==> src/rtl/roc_encoder.sv <==
// Rank-order encoder: emits pixel indices by descending intensity over an AER handshake.
// Optional feature: define ROC_EMIT_ZERO_EN to also emit zero-valued pixels.
module roc_encoder #(
    parameter int IMAGE_SIZE      = 6,
    parameter int IMAGE_SIZE_BITS = 3,
    parameter int PIXEL_MAX_VALUE = 10,
    parameter int PIXEL_BITS      = 4
) (
    input  logic                  CLK,
    input  logic                  RST,
    input  logic [PIXEL_BITS-1:0] IMAGE [0:IMAGE_SIZE-1],
    input  logic                  NEW_IMAGE,
    input  logic                  AERIN_CTRL_BUSY,
    input  logic                  INFERENCE_RDY,
    output logic [9:0]            NEXT_INDEX,
    output logic                  FOUND_NEXT_INDEX,
    output logic                  ENCODER_RDY
);

    localparam int IW = (IMAGE_SIZE_BITS > 0) ? IMAGE_SIZE_BITS : 1;
    localparam logic [IW-1:0] LAST_IDX = IW'(IMAGE_SIZE - 1);
    localparam logic [PIXEL_BITS-1:0] MAXV = PIXEL_BITS'(PIXEL_MAX_VALUE);
`ifdef ROC_EMIT_ZERO_EN
    localparam logic [PIXEL_BITS-1:0] LOWV = '0;
`else
    localparam logic [PIXEL_BITS-1:0] LOWV = PIXEL_BITS'(1);
`endif

    typedef enum logic [2:0] {
        S_IDLE,
        S_SCAN,
        S_WAIT_BUSY_HI,
        S_WAIT_BUSY_LO,
        S_DONE
    } state_t;

    state_t                r_state;
    logic [PIXEL_BITS-1:0] r_pix [0:IMAGE_SIZE-1];
    logic [IW-1:0]         r_idx;
    logic [PIXEL_BITS-1:0] r_val;
    logic [9:0]            r_next_index;
    logic                  r_found;
    logic                  r_rdy;

    logic w_match;
    logic w_last_idx;
    logic w_last_val;
    logic w_advance;

    assign w_match    = (r_pix[r_idx] == r_val);
    assign w_last_idx = (r_idx == LAST_IDX);
    assign w_last_val = (r_val == LOWV);
    // A non-matching compare and a completed acknowledge both step the scan.
    assign w_advance  = ((r_state == S_SCAN) && !w_match) ||
                        ((r_state == S_WAIT_BUSY_LO) && !AERIN_CTRL_BUSY);

    always_ff @(posedge CLK or posedge RST) begin
        if (RST) begin
            r_state      <= S_IDLE;
            r_idx        <= '0;
            r_val        <= '0;
            r_next_index <= '0;
            r_found      <= 1'b0;
            r_rdy        <= 1'b1;
            for (int i = 0; i < IMAGE_SIZE; i++) begin
                r_pix[i] <= '0;
            end
        end else begin
            r_found <= 1'b0;
            unique case (r_state)
                S_IDLE: begin
                    if (NEW_IMAGE) begin
                        for (int i = 0; i < IMAGE_SIZE; i++) begin
                            r_pix[i] <= (IMAGE[i] > MAXV) ? MAXV : IMAGE[i];
                        end
                        r_val   <= MAXV;
                        r_idx   <= '0;
                        r_rdy   <= 1'b0;
                        r_state <= S_SCAN;
                    end
                end
                S_SCAN: begin
                    if (w_match) begin
                        r_next_index <= 10'(r_idx);
                        r_found      <= 1'b1;
                        r_state      <= S_WAIT_BUSY_HI;
                    end
                end
                S_WAIT_BUSY_HI: begin
                    if (AERIN_CTRL_BUSY) begin
                        r_state <= S_WAIT_BUSY_LO;
                    end
                end
                S_WAIT_BUSY_LO: begin
                    r_state <= S_WAIT_BUSY_LO;
                end
                S_DONE: begin
                    if (INFERENCE_RDY) begin
                        r_state <= S_IDLE;
                    end
                end
                default: begin
                    r_state <= S_IDLE;
                    r_rdy   <= 1'b1;
                end
            endcase

            if (w_advance) begin
                if (w_last_idx) begin
                    if (w_last_val) begin
                        r_state <= S_DONE;
                        r_rdy   <= 1'b1;
                    end else begin
                        r_idx   <= '0;
                        r_val   <= r_val - 1'b1;
                        r_state <= S_SCAN;
                    end
                end else begin
                    r_idx   <= r_idx + 1'b1;
                    r_state <= S_SCAN;
                end
            end
        end
    end

    assign NEXT_INDEX       = r_next_index;
    assign FOUND_NEXT_INDEX = r_found;
    assign ENCODER_RDY      = r_rdy;

endmodule

==> config.mk <==
export PLATFORM = sky130hd
export DESIGN_NAME = roc_encoder
export DESIGN_NICKNAME = d
export VERILOG_FILES = /design/src/rtl/roc_encoder.sv
export SDC_FILE = /design/constraint.sdc
export NUM_CORES = 1
export LEC_CHECK = 0
export ABC_AREA = 1
export CORE_MARGIN = 2
export CORE_UTILIZATION = 48
export DETAILED_ROUTE_END_ITERATION = 7
export GPL_ROUTABILITY_DRIVEN = 0
export PLACE_DENSITY_LB_ADDON = 0.08
export REMOVE_ABC_BUFFERS = 1
export SYNTH_ARGS = -nofsm -noshare
export SYNTH_HDL_FRONTEND = slang
export SYNTH_SLANG_ARGS = --single-unit
==> constraint.sdc <==
create_clock -name CLK -period 1.87 [get_ports CLK]
set_clock_uncertainty 0.2 [all_clocks]
set_input_delay 0.374 -clock CLK [delete_from_list [all_inputs] [get_ports CLK]]
set_output_delay 0.374 -clock CLK [all_outputs]
set_load 0.01 [all_outputs]
==> impl_metrics.toml <==
[cells_and_area]
antenna_cells = 0
fin_nets = 403
multiInputGateArea_sq_mm = 0.001184
num-fill-cells = 449
drive_gt1_frac = 0.1941
ff_latch_area_sq_um = 979.7
syn_to_final_growth_pct = 30.94

[run]
maxCapViolCount = 0

[yosys]
synth_cells = 312
yosysTopAreaCellShare = 0.4110
yosysUniqueCellTypes = 33
synthesis.area_sq_mm = 0.002313
synth_area_leaders = "dfrtp_1 (41%), nand2_1 (15%), inv_1 (7.0%), nand3_1 (6.3%), o21ai_0 (5.6%)"
ys_seq_area_frac = 0.4224
synth_mux_area_frac = 0
synthSimpleGateAreaFrac = 0.3039
synth.largest_area_cell = "dfrtp_1"
synth_compound_area_frac = 0.1282
synth_top_family_by_area = "simple AND/OR/NAND/NOR gates"
syn_avg_cell_area_sq_um = 7.415
synth-adder-area-share = 0.02163
ys_seq_elements = 39
synth-warning-count = 0
synth_xor_area_frac = 0.007572

[die]
core_sq_mm = 0.004692
io_pins = 41
die_h_um = 73.43
design.die.area_sq_mm = 0.005391
start_util = 0.4931
die_x_um = 73.43
fp-row-count = 25

[global_route]
grt_usage = 0.2188
grt_pass1_wl_um = 9156
grt_pass1_vias = 2050
antenna_found_initial = 0
grt-ovfl-total = 0
grt_max_degree = 31

[timing]
rsz0062_at_grt = "yes"
finalHoldViolations = 0
setup_viol = 14
period_minus_slack_ns = 1.982
timing.fmax_mhz = 504.5
period_share = 1.060
drv_slew = 0
postLayoutSetupSlackWorst_ns = -0.1120
holdWs_ns = 0.2441
tns_ns = -1.123

[pwr]
powerDensity_mw_per_mm2 = 1536
internal_power_w = 0.002567
comb_power_share = 0.574
ir_drop_mv = 0.7375
p_sw_w = 0.002086
leakage_nw = 1.562
sequentialPowerShare = 0.307
p_sw_frac = 0.4483
pwr-share-clk = 0.119

[placement]
hpwlAfterDp_um = 3844
portBuffers = 33

[setup_path]
cp.arrival_ns = 1.96
cp-end-kind = "flip-flop"
setup.worst_path.class = "flip-flop to flip-flop"
path_cells = "clkinvlp_4 > nand2_2 > nand3_1 > nand2_1 > nand2_1 > nand3_1 > nand2_1 > nor2_2 > nand2_2 > nand2_4 > nand2_8 > nand2_2 > nand2_2"
worstPathRequired_ns = 1.85
critPathBufInv = 1
cp_common_cell = "nand2_2"
critical-path-max-stage-delay_ns = 0.48
rrSetupSlack_ns = -0.11
crit_fanout = 6
crit_family = "simple AND/OR/NAND/NOR gates"
crit_slowest_cell = "dfrtp_2"
cp-start-kind = "flip-flop"

[clocking]
clkSinkCount = 39
cts-root-buf = "clkbuf_8"
cts_hold_buf = 0
clk_latency_ns = 0.29
path_clk_slew_ns = 0.08
cts_tree = "built"
htreeDepth = 2
clockBufferDepth = 2
cts-buffers-inserted = 5

[route]
final_antenna_net_count = 0
via_per_inst = 5.028
drtIter0Drc = 144
wl_per_cell_um = 12.62
dr.pass1.iters = 4
drcViolationCount = 0
vias = 2137
wirelength_um = 5363

[status]
status = "complete, but fails checks"
failed_checks = "negative setup slack"

[hold_path]
hp-class = "input pin to asynchronous set/reset pin"
cells in the final DEF, fill, tap and decap left out:
| cell type | synthesis | final |
|---|---|---|
| nand2_1 | 94 | 78 |
| dlygate4sd2_1 | 0 | 1 |
| buf_6 | 1 | 4 |
| clkbuf_8 | 0 | 5 |
| a21boi_0 | 5 | 5 |
| nor3_1 | 1 | 1 |
| clkbuf_1 | 1 | 2 |
| nor2_4 | 1 | 1 |
| inv_1 | 43 | 43 |
| nand3_2 | 2 | 6 |
| buf_12 | 0 | 2 |
| clkinvlp_4 | 0 | 1 |
| clkdlybuf4s50_1 | 0 | 32 |
| clkinv_2 | 0 | 1 |
| ha_1 | 4 | 4 |
| xor2_1 | 1 | 1 |
| o31ai_1 | 1 | 1 |
| nor2_1 | 22 | 21 |
| o22ai_1 | 4 | 4 |
| nand3_1 | 29 | 25 |
| nand2_4 | 2 | 5 |
| nand4_2 | 1 | 1 |
| a22o_1 | 1 | 1 |
| nor2_2 | 3 | 4 |
| o211ai_1 | 3 | 3 |
| inv_2 | 2 | 2 |
| xnor2_1 | 1 | 1 |
| a22oi_1 | 2 | 2 |
| inv_4 | 1 | 1 |
| nand2_2 | 2 | 17 |
| buf_4 | 8 | 16 |
| nand2_8 | 1 | 1 |
| a21oi_1 | 5 | 5 |
| conb_1 | 1 | 7 |
| o21ai_0 | 26 | 26 |
| dfrtp_2 | 0 | 2 |
| dfstp_2 | 1 | 1 |
| dfrtp_1 | 38 | 36 |
| o211ai_2 | 2 | 2 |
state kept, by name, summed over array words and instances, names as in the netlist:
name and cells:
r_pix 24, r_val 4, NEXT_INDEX 3, r_idx 3, r_state 3, ENCODER_RDY 1, FOUND_NEXT_INDEX 1
cell usage after synthesis (all sizes together):
master and count:
a21boi 5, a21oi 5, a22o 1, a22oi 2, buf 12, clkbuf 1, conb 1, dfrtp 38
dfstp 1, ha 4, inv 46, nand2 99, nand3 31, nand4 1, nor2 26, nor3 1
o211ai 5, o21ai 26, o22ai 4, o31ai 1, xnor2 1, xor2 1
final cells by class:
type                            count  area share
Multi-Input combinational cell    222      0.3907
Sequential cell                    39      0.3234
Timing Repair Buffer               55      0.1764
Inverter                           46     0.05783
Clock buffer                        7     0.02520
Tap cell                           54     0.02230
Timing Repair inverter              1    0.002478
Clock inverter                      1    0.001652
power by group through the flow:
stage | registers, W | clock network, W | logic, W
3_3_place_gp | 0.00140 | 0 | 0.00227
4_1_cts | 0.00142 | 0.000565 | 0.00253
6_report | 0.00143 | 0.000553 | 0.00267
2_1_floorplan | 0.00143 | 0 | 0.00153
5_1_grt | 0.00147 | 0.000603 | 0.00301
3_5_place_dp | 0.00141 | 0 | 0.00232
stage by stage:
stage	util	instances	instance area, sq um	setup slack (ns)	power [W]
floorplan	-	305	2246	-0.2511	0.002960
global placement	0.5976	410	2804	-0.05221	0.003680
detailed placement	0.5976	410	2804	-0.09010	0.003730
CTS	0.6320	423	2965	-0.005880	0.004506
global route	0.6456	425	3029	-0.2583	0.005089
finish	0.6456	425	3029	-0.1120	0.004653
worst min-delay path, cell delays in order:
cell             delay [ns]
clkdlybuf4s50_1        0.40
inv_1                  0.11
buf_4                  0.20
layer usage:
layer / share of wire / up-vias / global-route usage / wire (um)
met5: 0 / - / 0 / 0
met4: 0.014 / 0 / 0.07677 / 76
met3: 0.037 / 6 / 0.02881 / 198
met2: 0.47 / 42 / 0.3564 / 2547
met1: 0.47 / 997 / 0.3001 / 2539
li1: - / 1092 / - / -
worst paths after layout:
path | from | endpoint | depth (start not counted)
max | r_idx[0]$_DFF_PP0_ | r_val[0]$_DFF_PP0_ | 13
min | RST | r_pix[23]$_DFFE_PP0P_ | 3
max reg2reg | r_idx[0]$_DFF_PP0_ | r_val[0]$_DFF_PP0_ | 13
min reg2reg | NEXT_INDEX[0]$_DFFE_PP0P_ | NEXT_INDEX[0]$_DFFE_PP0P_ | 2
max in group asynchronous | RST | ENCODER_RDY$_DFF_PP1_ | 3
min in group CLK | NEXT_INDEX[0]$_DFFE_PP0P_ | NEXT_INDEX[0]$_DFFE_PP0P_ | 2
cell families (layout without fill, tap and decap cells):
family                   count (synthesis)  in the layout
AND/OR/NAND/NOR                        158            160
buffers and inverters                   59            110
AO/OA/AOI/OAI                           49             49
flip-flops                              39             39
adder cells (fa/ha/maj)                  4              4
XOR/XNOR                                 2              2
other                                    1              7
repair_timing:
action,CTS,global route
gates cloned,3,1
setup buffers,2,1
pin swaps,5,12
gates resized for setup,15,17
setup endpoints to repair,10,17
(Power assumes the default switching activity.)
